$ cat src/rtl/issue_scoreboard.sv
// Single-entry issue stage between decode and execute: holds one decoded instruction,
// tracks pending GPR/FPR writes in busy tables and stalls issue on RAW/WAW hazards.
//
// state    | meaning
// ---------+---------------------------------------------------------------
// EMPTY    | holding register invalid, decode may be accepted
// WAIT_HAZ | held instruction blocked by a busy source/destination register
// WAIT_DS  | held instruction hazard-free, offered downstream
module issue_scoreboard #(
   parameter int INST_W     = 32,
   parameter int REG_ADDR_W = 5,
   parameter int CNT_W      = 32
) (
   input  logic                  clk,
   input  logic                  rstn,
   input  logic                  dec_valid,
   output logic                  dec_ready,
   input  logic [INST_W-1:0]     dec_inst,
   input  logic [REG_ADDR_W-1:0] dec_rd,
   input  logic [REG_ADDR_W-1:0] dec_rs,
   input  logic [REG_ADDR_W-1:0] dec_rt,
   input  logic                  dec_d_from_gpr,
   input  logic                  dec_d_from_fpr,
   input  logic                  dec_s_from_gpr,
   input  logic                  dec_s_from_fpr,
   input  logic                  dec_t_from_gpr,
   input  logic                  dec_t_from_fpr,
   input  logic                  dec_d_to_gpr,
   input  logic                  dec_d_to_fpr,
   output logic                  iss_valid,
   input  logic                  iss_ready,
   output logic [INST_W-1:0]     iss_inst,
   input  logic                  wb_gpr_en,
   input  logic [REG_ADDR_W-1:0] wb_gpr_addr,
   input  logic                  wb_fpr_en,
   input  logic [REG_ADDR_W-1:0] wb_fpr_addr,
   input  logic                  flush,
   output logic [CNT_W-1:0]      stall_cnt
);
   localparam int NREG = 2**REG_ADDR_W;

   typedef enum logic [1:0] {EMPTY, WAIT_HAZ, WAIT_DS} state_t;

   typedef struct packed {
      logic [INST_W-1:0]     inst;
      logic [REG_ADDR_W-1:0] rd;
      logic [REG_ADDR_W-1:0] rs;
      logic [REG_ADDR_W-1:0] rt;
      logic                  d_from_gpr;
      logic                  d_from_fpr;
      logic                  s_from_gpr;
      logic                  s_from_fpr;
      logic                  t_from_gpr;
      logic                  t_from_fpr;
      logic                  d_to_gpr;
      logic                  d_to_fpr;
   } entry_t;

   state_t           state_q, state_d;
   entry_t           h_q, h_d, dec_entry;
   logic [NREG-1:0]  gpr_busy_q, gpr_busy_d;
   logic [NREG-1:0]  fpr_busy_q, fpr_busy_d;
   logic [CNT_W-1:0] stall_cnt_q, stall_cnt_d;
   logic             h_valid, h_valid_d, fire, accept;

   function automatic logic hazard_f(input entry_t e, input logic [NREG-1:0] gb,
                                     input logic [NREG-1:0] fb);
      logic raw, waw;
      raw = (e.d_from_gpr && gb[e.rd]) || (e.d_from_fpr && fb[e.rd]) ||
            (e.s_from_gpr && gb[e.rs]) || (e.s_from_fpr && fb[e.rs]) ||
            (e.t_from_gpr && gb[e.rt]) || (e.t_from_fpr && fb[e.rt]);
      waw = (e.d_to_gpr && gb[e.rd]) || (e.d_to_fpr && fb[e.rd]);
      return raw || waw;
   endfunction

   assign dec_entry = '{inst: dec_inst, rd: dec_rd, rs: dec_rs, rt: dec_rt,
                        d_from_gpr: dec_d_from_gpr, d_from_fpr: dec_d_from_fpr,
                        s_from_gpr: dec_s_from_gpr, s_from_fpr: dec_s_from_fpr,
                        t_from_gpr: dec_t_from_gpr, t_from_fpr: dec_t_from_fpr,
                        d_to_gpr: dec_d_to_gpr, d_to_fpr: dec_d_to_fpr};

   assign h_valid   = (state_q != EMPTY);
   assign iss_inst  = h_q.inst;
   assign stall_cnt = stall_cnt_q;

   always_ff @(posedge clk or negedge rstn) begin
      if (!rstn) begin
         state_q     <= EMPTY;
         h_q         <= '0;
         gpr_busy_q  <= '0;
         fpr_busy_q  <= '0;
         stall_cnt_q <= '0;
      end else begin
         state_q     <= state_d;
         h_q         <= h_d;
         gpr_busy_q  <= gpr_busy_d;
         fpr_busy_q  <= fpr_busy_d;
         stall_cnt_q <= stall_cnt_d;
      end
   end

   always_comb begin
      iss_valid = (state_q == WAIT_DS) && !flush;
      fire      = iss_valid && iss_ready;
      dec_ready = !flush && (!h_valid || fire);
      accept    = dec_valid && dec_ready;

      h_valid_d = h_valid;
      h_d       = h_q;
      if (flush) begin
         h_valid_d = 1'b0;
      end else if (accept) begin
         h_valid_d = 1'b1;
         h_d       = dec_entry;
      end else if (fire) begin
         h_valid_d = 1'b0;
      end

      // Clear first so a same-cycle set of the same register wins.
      gpr_busy_d = gpr_busy_q;
      fpr_busy_d = fpr_busy_q;
      if (wb_gpr_en) gpr_busy_d[wb_gpr_addr] = 1'b0;
      if (wb_fpr_en) fpr_busy_d[wb_fpr_addr] = 1'b0;
      if (fire && h_q.d_to_gpr) gpr_busy_d[h_q.rd] = 1'b1;
      if (fire && h_q.d_to_fpr) fpr_busy_d[h_q.rd] = 1'b1;
      gpr_busy_d[0] = 1'b0;

      // Next state classifies next cycle's entry against next cycle's busy bits.
      state_d = EMPTY;
      if (h_valid_d) state_d = hazard_f(h_d, gpr_busy_d, fpr_busy_d) ? WAIT_HAZ : WAIT_DS;

      stall_cnt_d = stall_cnt_q;
      if (state_q == WAIT_HAZ && stall_cnt_q != '1)
         stall_cnt_d = stall_cnt_q + {{(CNT_W-1){1'b0}}, 1'b1};
   end
endmodule
$ cat config.mk
export PLATFORM = sky130hd
export DESIGN_NAME = issue_scoreboard
export DESIGN_NICKNAME = d
export VERILOG_FILES = /design/src/rtl/issue_scoreboard.sv
export SDC_FILE = /design/constraint.sdc
export NUM_CORES = 1
export LEC_CHECK = 0
export CORE_ASPECT_RATIO = 1.1
export CORE_UTILIZATION = 58
export CTS_CLUSTER_DIAMETER = 30
export DETAILED_ROUTE_END_ITERATION = 8
export PLACE_DENSITY = 0.91
export SLEW_MARGIN = 5
export SYNTH_ARGS = -nofsm -noshare
export SYNTH_HDL_FRONTEND = slang
export SYNTH_SLANG_ARGS = --single-unit
$ cat constraint.sdc
create_clock -name clk -period 4.5 [get_ports clk]
set_input_delay 0.45 -clock clk [delete_from_list [all_inputs] [get_ports clk]]
set_output_delay 0.45 -clock clk [all_outputs]
set_load 0.01 [all_outputs]
==> metrics.txt, run 1 <==
full die area 14900 µm²; wire per inst 24.5 µm; GPL Wtd Cong about 1; grt met1 use between 40% and 50%; PnR worst setup slack 0.916 ns; cell row count 45; multi-input logic area around 4000 µm²; asr flop ratio synth 100%; postcts setup bufs 0; via count 7459; source of the critical timing path iss_ready; synthesized flop and latch total 152; pre-CTS setup slack 0.521 ns; Clock Path Buffers 2; Layout Nets 986; reg-to-reg endpoint state_q[1]$_DFF_PN0_; largest net degree at the start of global routing 120; Starting Density 60.0%; antenna fix cells 0; chip width 117 µm; most common flop cell mapped by yosys dfrtp_1; RSZ-0062 raised after global routing no; Total Power 5.70 mW; R2R cell count 9; fin crit share roughly four fifths; Area growth syn-to-layout 24.7%; post-synth cell types 70; CTS tree yes; Fin. Hold Viols 0; ratio of cells with drive above 1 in the final layout 16.7%; DRT iter0 DRCs about 960; IO Pins between 100 and 150; Achievable Freq between 200 and 300 MHz; Hold Buf Count CTS 0; Cells after Synth 785; Sink Count 152; Post-synth EDFFs 0; worst-skew pair later-pin latency 0.44 ns; floorplan core area 14000 µm²; share of the yosys chip area belonging to registers 45.4%; die height 128 µm; GR peak layer met2; syn_area_per_cell about 11 µm²; r2r startpoint state_q[0]$_DFF_PN0_; post-layout min period between 3 and 4 ns; critical setup path kind in2reg; Setup Total Neg Slack 0 ns; CP max FO 11; startpoint types input pin; Worst-path clk slew 0.06 ns; M3 GR Usage between 10% and 20%; Mapped Nets around 860; Leak approximately 4.4 nW; via-per-instance ratio about 6.7; first-pass GRT wire length slightly above 40000 µm; H-tree levels 4; placed wire-length estimate 18900 µm; r2r setup slk 1.03 ns; vias in the first global route 7412; Hold Path Class in2async; CTS buffer count 17; register area 3800 µm²; drt first pass iters 6; fillcell total 896; # resized after CTS 0; area of the mapped netlist 8380 µm²; met2 usage 60.5%; port bufs 137; Worst EP arrival about 4.0 ns; Syn. warnings 0; status completed; VDD IR max 0.317 mV; Worst EP required 4.87 ns; clock root cell clkbuf_16; ANT nets after route 0; Slew Viols, Final 0; Max Cap Viol 0; CP Capture Type register; final WL 27300 µm; pwr/cell area 545 nW/µm²; total track usage 38.0%; Worst Tran Pin Value between 1 and 1.5 ns; crit path to state_q[1]$_DFF_PN0_; grt total ovfl 0; residual DRC count 0; initial antenna violation count 0; # setup viols final 0; Clock Skews around 0.0071 ns; relative slew slack 29.0%
-- worst max-delay path, cell delays in order --
cell,delay (ns)
clkdlybuf4s50_1,0.51
nand2b_1,0.27
nand3_2,0.40
mux2i_4,0.56
mux4_2,0.56
nor2_1,0.12
nor4_1,0.06
or4_1,0.58
a211oi_2,0.26
and3_1,0.18
-- Yosys cell counts, drive strengths merged (6+ instances only) --
cell type	instances	area share [%]
nor3b	6	0.54
nor4	7	0.52
mux4	16	4.3
mux2	48	6.4
mux2i	55	6.8
inv	19	0.88
o211ai	8	0.72
clkbuf	13	0.58
xor2	8	0.84
nand3	19	1.4
nand2	34	1.5
or3b	9	0.94
buf	48	4.1
dfrtp	152	45
and4	6	0.63
nor2	54	2.6
o21ai	126	7.5
o221ai	8	0.84
nand4	23	1.9
xnor2	23	2.4
nand3b	13	1.2
o31ai	8	0.72
o2111ai	7	0.73
-- placed cells by master (no fill, tap or decap), types with 4 or more instances in the layout --
| cell type | synthesis | layout |
|---|---|---|
| or3b_1 | 4 | 4 |
| o21ai_1 | 16 | 16 |
| nor3b_1 | 6 | 6 |
| o22ai_1 | 5 | 5 |
| nor3_1 | 5 | 5 |
| a31oi_1 | 5 | 5 |
| nand3_2 | 4 | 4 |
| dfrtp_1 | 152 | 152 |
| nor2_1 | 51 | 51 |
| mux2i_1 | 52 | 52 |
| o2111ai_1 | 7 | 7 |
| nor4_1 | 7 | 7 |
| o31ai_1 | 8 | 8 |
| mux4_2 | 16 | 16 |
| and2_1 | 4 | 4 |
| clkbuf_16 | 0 | 17 |
| or3_1 | 4 | 4 |
| inv_2 | 5 | 5 |
| clkdlybuf4s50_1 | 0 | 136 |
| o221ai_1 | 8 | 8 |
| inv_1 | 13 | 13 |
| or3b_2 | 5 | 5 |
| mux2_2 | 47 | 47 |
| nand3b_1 | 13 | 13 |
| o32ai_1 | 5 | 5 |
| o211ai_1 | 8 | 8 |
| nand2_1 | 34 | 34 |
| and4_1 | 6 | 6 |
| xnor2_1 | 23 | 23 |
| nand4_1 | 21 | 21 |
| nand2b_1 | 5 | 5 |
| xor2_1 | 8 | 8 |
| nor2b_1 | 5 | 5 |
| nand3_1 | 15 | 15 |
| clkinvlp_4 | 0 | 6 |
| buf_4 | 34 | 33 |
| o21ai_0 | 110 | 110 |
-- registers in the layout (all words and copies together), names as in the netlist --
name / cells
stall_cnt: 32
h_q: 23
gpr_busy_q: 31
iss_inst: 32
state_q: 2
fpr_busy_q: 32
-- logic make-up (layout without fill, tap and decap cells) --
kind of cell | Yosys count | in the layout | share of synthesized area [%]
AO/OA/AOI/OAI | 197 | 197 | 14.3
flip-flops | 152 | 152 | 45.4
multiplexers | 119 | 119 | 17.6
AND/OR/NAND/NOR | 205 | 205 | 13.8
buffers and inverters | 80 | 221 | 5.55
adder cells (fa/ha/maj) | 1 | 1 | 0.149
XOR/XNOR | 31 | 31 | 3.24
-- layout make-up --
| cell class | instances | share of cell area [%] |
|---|---|---|
| inverter | 19 | 0.706 |
| clock inverter | 12 | 1.36 |
| sequential | 152 | 36.4 |
| clock buffer | 20 | 4.37 |
| multi-input combinational | 553 | 39.4 |
| timing repair buffer | 170 | 15.5 |
| tap | 188 | 2.25 |
-- per-stage QoR --
step           util (%)  instance area (µm²)  hold slack, ns  std cells
6_report           74.9                10500           0.153       1114
5_1_grt            74.9                10500           0.256       1114
4_1_cts            74.9                10500           0.217       1114
3_5_place_dp       70.6                 9860           0.477       1082
3_3_place_gp       70.6                 9860           0.475       1082
2_1_floorplan         -                 8380           0.154        785
-- per-layer routing --
layer	vias up	wire length, µm
met2	560	12900
met4	0	1570
met1	3583	9770
met3	142	3060
li1	3174	-
met5	-	0
-- worst min-delay path by stage --
stage,startpoint,end,slack [ns]
final,rstn,stall_cnt[13]$_DFFE_PN0P_,0.15
after global routing,rstn,stall_cnt[13]$_DFFE_PN0P_,0.26
after CTS,rstn,stall_cnt[21]$_DFFE_PN0P_,0.22
after detailed placement,stall_cnt[5]$_DFFE_PN0P_,stall_cnt[5]$_DFFE_PN0P_,0.48
after global placement,h_q[6]$_DFF_PN0_,h_q[6]$_DFF_PN0_,0.47
after floorplan,rstn,fpr_busy_q[0]$_DFF_PN0_,0.15
-- power breakdown --
part	internal, mW	switching [mW]	total (mW)
combinational	1.03	1.28	2.30
clock	0.852	0.595	1.45
sequential	1.68	0.262	1.95
total	3.56	2.14	5.70
No activity file was read; power rests on OpenSTA's default activity.
==> inputs of run 2 (changes only) <==
--- a/config.mk
+++ b/config.mk
@@ -6,10 +6,10 @@
 export NUM_CORES = 1
 export LEC_CHECK = 0
 export CORE_ASPECT_RATIO = 1.1
-export CORE_UTILIZATION = 58
+export CORE_UTILIZATION = 54
 export CTS_CLUSTER_DIAMETER = 30
 export DETAILED_ROUTE_END_ITERATION = 8
-export PLACE_DENSITY = 0.91
+export PLACE_DENSITY = 0.86
 export SLEW_MARGIN = 5
 export SYNTH_ARGS = -nofsm -noshare
 export SYNTH_HDL_FRONTEND = slang
==> constraint.sdc (replaced) <==
create_clock -name clk -period 3.68 [get_ports clk]
set_input_delay 0.368 -clock clk [delete_from_list [all_inputs] [get_ports clk]]
set_output_delay 0.368 -clock clk [all_outputs]
set_load 0.01 [all_outputs]
==> run 2 against run 1 <==
  * Worst setup slack worse by 0.59 ns
  * Clock skew down 0.00062 ns
  * Routed wire length down 0.21%
  * Die area up 7.3%
  * Critical path depth down 1
  * Combinational power up 32%
  * Worst hold slack worse by 0.11 ns
  * Sequential share of layout area down 0.96 points
  * Clock power up 22%
  * Final cell count up 3.8%
  * Core utilization down 3.8 points
  * Critical path type is now reg2reg
==> metrics.txt, run 2 (synthesized netlist as in run 1, its figures left out) <==
status completed; Internal 4.44 mW (+25%); wire per inst 23.5 µm (-3.8%); IO Pins 138 (unchanged); full die area 16000 µm² (+7.3%); initial antenna violation count 0 (unchanged); Sw Share 37.9% (+0.40 points); most frequent CP cell o21ai_0; floorplan core area 15100 µm² (+8.2%); vias in the first global route 7565 (+2.1%); CP peak stage delay 0.53 ns (-0.05 ns); Sink Count 152 (unchanged); Area growth syn-to-layout 28.1%; via-per-instance ratio 6.62 (-1.1%); Hold Path Class in2async; clock root cell clkbuf_16; CP Capture Type register; startpoint types register; largest net degree at the start of global routing 104 (-13%); via count 7654 (+2.6%); DRT iter0 DRCs 868 (-9.7%); total track usage 35.2% (-2.8 points); post-layout min period 3.36 ns; cell row count 47 (+4.4%); residual DRC count 0 (unchanged); placed wire-length estimate 19600 µm (+3.8%); Worst Tran Pin Value 0.931 ns (-0.133 ns); antenna fix cells 0 (unchanged); Top Family by Delay on Critical Path compound AO/OA/AOI/OAI gates; # resized after CTS 0 (unchanged); Clock Skews 0.00652 ns (-0.000622 ns); grt total ovfl 0 (unchanged); critical setup path kind reg2reg; Fin. Hold Viols 0 (unchanged); Achievable Freq 298 MHz; ratio of cells with drive above 1 in the final layout 19.7% (+2.9 points); port bufs 137 (unchanged); commonest non-fill, non-tap cells in the layout 152 x dfrtp_1, 136 x clkdlybuf4s50_1, 110 x o21ai_0; Worst-path clk slew 0.07 ns (about the same); r2r setup slk 0.32 ns (-0.71 ns); Logic pwr share 42.3% (+1.8 points); Slew Viols, Final 0 (unchanged); pwr/cell area 666 nW/µm² (+22%); R2R cell count 9 (unchanged); fin crit share 91.2%; Total Power 7.15 mW (+26%); Layout Nets 1020 (+3.4%); pre-CTS setup slack 0.0854 ns (-0.435 ns); source of the critical timing path h_q[0]$_DFF_PN0_; Bufs and invs on worst path 0 (-1); Clock Path Buffers 2 (unchanged); clock share of power 24.7% (-0.7 points); Max Cap Viol 0 (unchanged); final WL 27200 µm (-0.21%); first-pass GRT wire length 42200 µm (+1.4%); worst hold slack 0.0457 ns (-0.107 ns); GPL Wtd Cong 1.00 (-0.17%); CTS buffer count 17 (unchanged); Worst EP arrival 3.68 ns (-0.28 ns); PnR worst setup slack 0.324 ns (-0.591 ns); crit path cell chain nor3b_1 -> nand2_1 -> o21ai_0 -> nor2_1 -> o311ai_0 -> o21ai_0 -> a311oi_1 -> nor4_1 -> and3_1; Slowest cell on crit path dfrtp_1; H-tree levels 4 (unchanged); # setup viols final 0 (unchanged); RSZ-0062 raised after global routing no; ANT nets after route 0 (unchanged); Setup Total Neg Slack 0 ns (unchanged); CP max FO 9 (-2); CTS tree yes; r2r startpoint h_q[0]$_DFF_PN0_; Seq pwr share 33.0% (-1.1 points); Worst EP required 4.00 ns (-0.87 ns); reg-to-reg endpoint state_q[1]$_DFF_PN0_; Starting Density 55.5% (-4.6 points); VDD IR max 0.334 mV (+5.3%); drt first pass iters 7 (+1); Leak 4.61 nW (+4.4%); relative slew slack 37.9% (+8.9 points); Hold Buf Count CTS 0 (unchanged); NetSw 2.71 mW (+27%); worst-skew pair later-pin latency 0.43 ns (about the same); postcts setup bufs 0 (unchanged); chip width 121 µm (+3.6%); die height 133 µm (+3.6%); most common cell after layout, fill and taps aside dfrtp_1
[run 2: cell count changes in the layout (fill, tap and decap cells not counted), sizes merged]
| cell | before | now |
|---|---|---|
| inv | 22 | 25 |
| clkbuf | 20 | 18 |
| buf | 34 | 68 |
| clkinv | 1 | 4 |
| clkinvlp | 6 | 2 |
[run 2: through the flow]
step                utilization, %  cell area, µm²  std cells
finish                        71.1           10700       1156
global route                  71.1           10700       1156
CTS                           71.1           10700       1156
detailed placement            67.1           10100       1124
global placement              67.1           10100       1124
floorplan                        -            8380        785
[run 2: cell type report]
cell class / count / area, µm²
Tap cell: 196 / 245
Fill cell: 1036 / 4370
Clock inverter: 14 / 164
Inverter: 19 / 73.8
Sequential cell: 152 / 3800
Timing Repair Buffer: 204 / 1900
Clock buffer: 18 / 429
Multi-Input combinational cell: 553 / 4120
[run 2: power groups by stage]
stage / combinational, mW / sequential, mW / clock (mW)
2_1_floorplan: 1.94 / 2.25 / 0
3_3_place_gp: 2.91 / 2.34 / 0
3_5_place_dp: 2.93 / 2.37 / 0
4_1_cts: 2.95 / 2.35 / 1.79
5_1_grt: 3.19 / 2.40 / 1.85
6_report: 3.03 / 2.36 / 1.77
[run 2: metal layers]
layer / vias to the layer above / wire [µm] / global-route usage [%]
met1: 3695 / 10300 / 44.6
met2: 584 / 12500 / 54.9
met3: 120 / 2910 / 8.92
met4: 0 / 1460 / 20.0
li1: 3255 / - / -
met5: - / 0 / 0
[run 2: how the worst max path moves through the flow]
stage,to,cells after the start
final,state_q[1]$_DFF_PN0_,9
after global routing,state_q[1]$_DFF_PN0_,9
after CTS,state_q[1]$_DFF_PN0_,9
after detailed placement,state_q[1]$_DFF_PN0_,10
after global placement,state_q[1]$_DFF_PN0_,11
after floorplan,state_q[1]$_DFF_PN0_,11
==> inputs of run 3 (changes only) <==
--- a/config.mk
+++ b/config.mk
@@ -5,11 +5,12 @@
 export SDC_FILE = /design/constraint.sdc
 export NUM_CORES = 1
 export LEC_CHECK = 0
-export CORE_ASPECT_RATIO = 1.1
+export CAP_MARGIN = 20
 export CORE_UTILIZATION = 54
 export CTS_CLUSTER_DIAMETER = 30
 export DETAILED_ROUTE_END_ITERATION = 8
 export PLACE_DENSITY = 0.86
+export SETUP_SLACK_MARGIN = 0.05
 export SLEW_MARGIN = 5
 export SYNTH_ARGS = -nofsm -noshare
 export SYNTH_HDL_FRONTEND = slang
==> run 3 against run 2 <==
  * Global-route usage shrank 0.47 points
  * Core utilization decreased by 0.070 points
  * Sequential share of layout area decreased by 0.17 points
  * Critical endpoint unchanged
==> metrics.txt, run 3 (synthesized netlist as in run 1, its figures left out) <==
Setup Total Neg Slack 0 ns (unchanged); die height 127 µm (-4.6%); Worst EP required 4.00 ns (about the same); startpoint types register; Logic pwr share 42.5% (+0.2 points); H-tree levels 4 (unchanged); Seq pwr share 32.2% (-0.8 points); Sw Share 37.5% (-0.41 points); critical setup path kind reg2reg; Achievable Freq 298 MHz (-0.12%); antenna fix cells 0 (unchanged); placed wire-length estimate 19600 µm (-0.30%); pwr/cell area 672 nW/µm² (+0.89%); Hold Path Class reg2reg; Starting Density 55.1% (-0.32 points); fin crit share 91.3% (+0.11 points); RSZ-0062 raised after global routing no; clock share of power 25.4% (+0.7 points); CTS buffer count 17 (unchanged); CTS tree yes; post-layout min period 3.36 ns (+0.00391 ns); final WL 26600 µm (-2.3%); worst-skew pair later-pin latency 0.43 ns (about the same); Layout Nets 1024 (+0.39%); full die area 16000 µm² (about the same); chip width 127 µm (+4.8%); multi-input logic area 4130 µm² (+0.15%); cell row count 45 (-4.3%); CP max FO 7 (-2); Top Family by Delay on Critical Path simple AND/OR/NAND/NOR gates; Util after Layout 71.0% (about the same); VDD IR max 0.433 mV (+30%); grt met1 use 44.1% (-0.50 points); Fin. Hold Viols 0 (unchanged); wire per inst 23.1 µm (-1.9%); CP Capture Type register; ANT nets after route 0 (unchanged); Worst EP arrival 3.68 ns (about the same); register area 3800 µm² (unchanged); grt total ovfl 0 (unchanged); Final Cell Area 10800 µm² (+0.49%); M3 GR Usage 7.97% (-0.95 points); GPL Wtd Cong 1.01 (+0.51%); Slowest cell on crit path o21ai_0; met2 usage 56.3% (+1.4 points); drt first pass iters 7 (unchanged); port bufs 137 (unchanged); floorplan core area 15200 µm² (+0.59%); Internal 4.53 mW (+2.1%); total track usage 34.7% (-0.47 points); status completed; vias in the first global route 7409 (-2.1%); residual DRC count 0 (unchanged); Clock Path Buffers 2 (unchanged); Area growth syn-to-layout 28.7%; largest net degree at the start of global routing 79 (-24%); first-pass GRT wire length 41700 µm (-1.2%); Sink Count 152 (unchanged); fillcell total 1033 (-0.29%); dpl cell area 10200 µm² (+0.12%); # setup viols final 0 (unchanged); Bufs and invs on worst path 0 (unchanged); ratio of cells with drive above 1 in the final layout 20.1% (+0.44 points); Worst-path clk slew 0.07 ns (about the same); Slew Viols, Final 0 (unchanged); Total Power 7.25 mW (+1.4%); relative slew slack 50.7% (+13 points); Worst Tran Pin Value 0.732 ns (-0.199 ns); postcts setup bufs 0 (unchanged); IO Pins 138 (unchanged); most common cell after layout, fill and taps aside dfrtp_1; GR peak layer met2; initial antenna violation count 0 (unchanged); Max Cap Viol 0 (unchanged); CP peak stage delay 0.65 ns (+0.12 ns); via count 7448 (-2.7%); via-per-instance ratio 6.47 (-2.4%); crit path cell chain nor3b_1 -> nand2_1 -> o21ai_0 -> mux4_2 -> nor2_1 -> nor4_1 -> or4_1 -> a211oi_2 -> and3_1; NetSw 2.72 mW (+0.29%); Leak 4.65 nW (+0.82%); Clock Skews 0.00804 ns (+0.00152 ns); DRT iter0 DRCs 766 (-12%); clock root cell clkbuf_16; commonest non-fill, non-tap cells in the layout 152 x dfrtp_1, 136 x clkdlybuf4s50_1, 110 x o21ai_0
## run 3: through the flow
step                      std cells  hold slack (ns)  setup WS, ns
after global placement         1119            0.436       -0.0628
after global routing           1152            0.506         0.166
after detailed placement       1119            0.436       -0.0163
final                          1152            0.490         0.320
after floorplan                 785           0.0724         0.663
after CTS                      1152            0.491         0.371
## run 3: layer usage
| metal | up-vias | part of all wire (%) | routed length, µm |
|---|---|---|---|
| met5 | - | 0 | 0 |
| met4 | 0 | 4.5 | 1190 |
| met3 | 100 | 9.3 | 2470 |
| met2 | 476 | 47 | 12600 |
| met1 | 3610 | 39 | 10400 |
| li1 | 3262 | - | - |
## run 3: repair_timing
action | in CTS | in global routing
gates resized for setup | 0 | 1
hold buffers | 1 | 0
hold endpoints to repair | 42 | 0
setup endpoints to repair | 0 | 2
## run 3: final timing paths
kind / endpoint / from / slack [ns] / depth (start not counted)
max reg2reg: state_q[1]$_DFF_PN0_ / h_q[19]$_DFF_PN0_ / 0.32 / 9
min in group asynchronous: stall_cnt[12]$_DFFE_PN0P_ / rstn / 0.54 / 2
max in group asynchronous: gpr_busy_q[2]$_DFF_PN0_ / rstn / 2.29 / 3
max: state_q[1]$_DFF_PN0_ / h_q[19]$_DFF_PN0_ / 0.32 / 9
min reg2reg: stall_cnt[5]$_DFFE_PN0P_ / stall_cnt[5]$_DFFE_PN0P_ / 0.49 / 1
min: stall_cnt[5]$_DFFE_PN0P_ / stall_cnt[5]$_DFFE_PN0P_ / 0.49 / 1
## run 3: area by class of cell
cell class / instances / share of cell area, %
tap: 188 / 2.18
clock inverter: 15 / 1.77
sequential: 152 / 35.2
clock buffer: 17 / 3.94
timing repair buffer: 208 / 17.9
inverter: 19 / 0.684
multi-input combinational: 553 / 38.3
## run 3: worst register-to-register path, cell delays in order (launching register included)
cell and delay, ns:
dfrtp_1 0.51, nor3b_1 0.49, nand2_1 0.27, o21ai_0 0.65, mux4_2 0.38, nor2_1 0.04, nor4_1 0.44, or4_1 0.22
a211oi_2 0.08, and3_1 0.17
## run 3: power by group through the flow
stage                     clock network [mW]  registers, mW  logic (mW)
after global routing                    1.93           2.37        3.25
after global placement                     0           2.32        2.97
after floorplan                            0           2.25        1.94
after detailed placement                   0           2.34        2.98
after CTS                               1.85           2.33        3.01
final                                   1.84           2.33        3.08
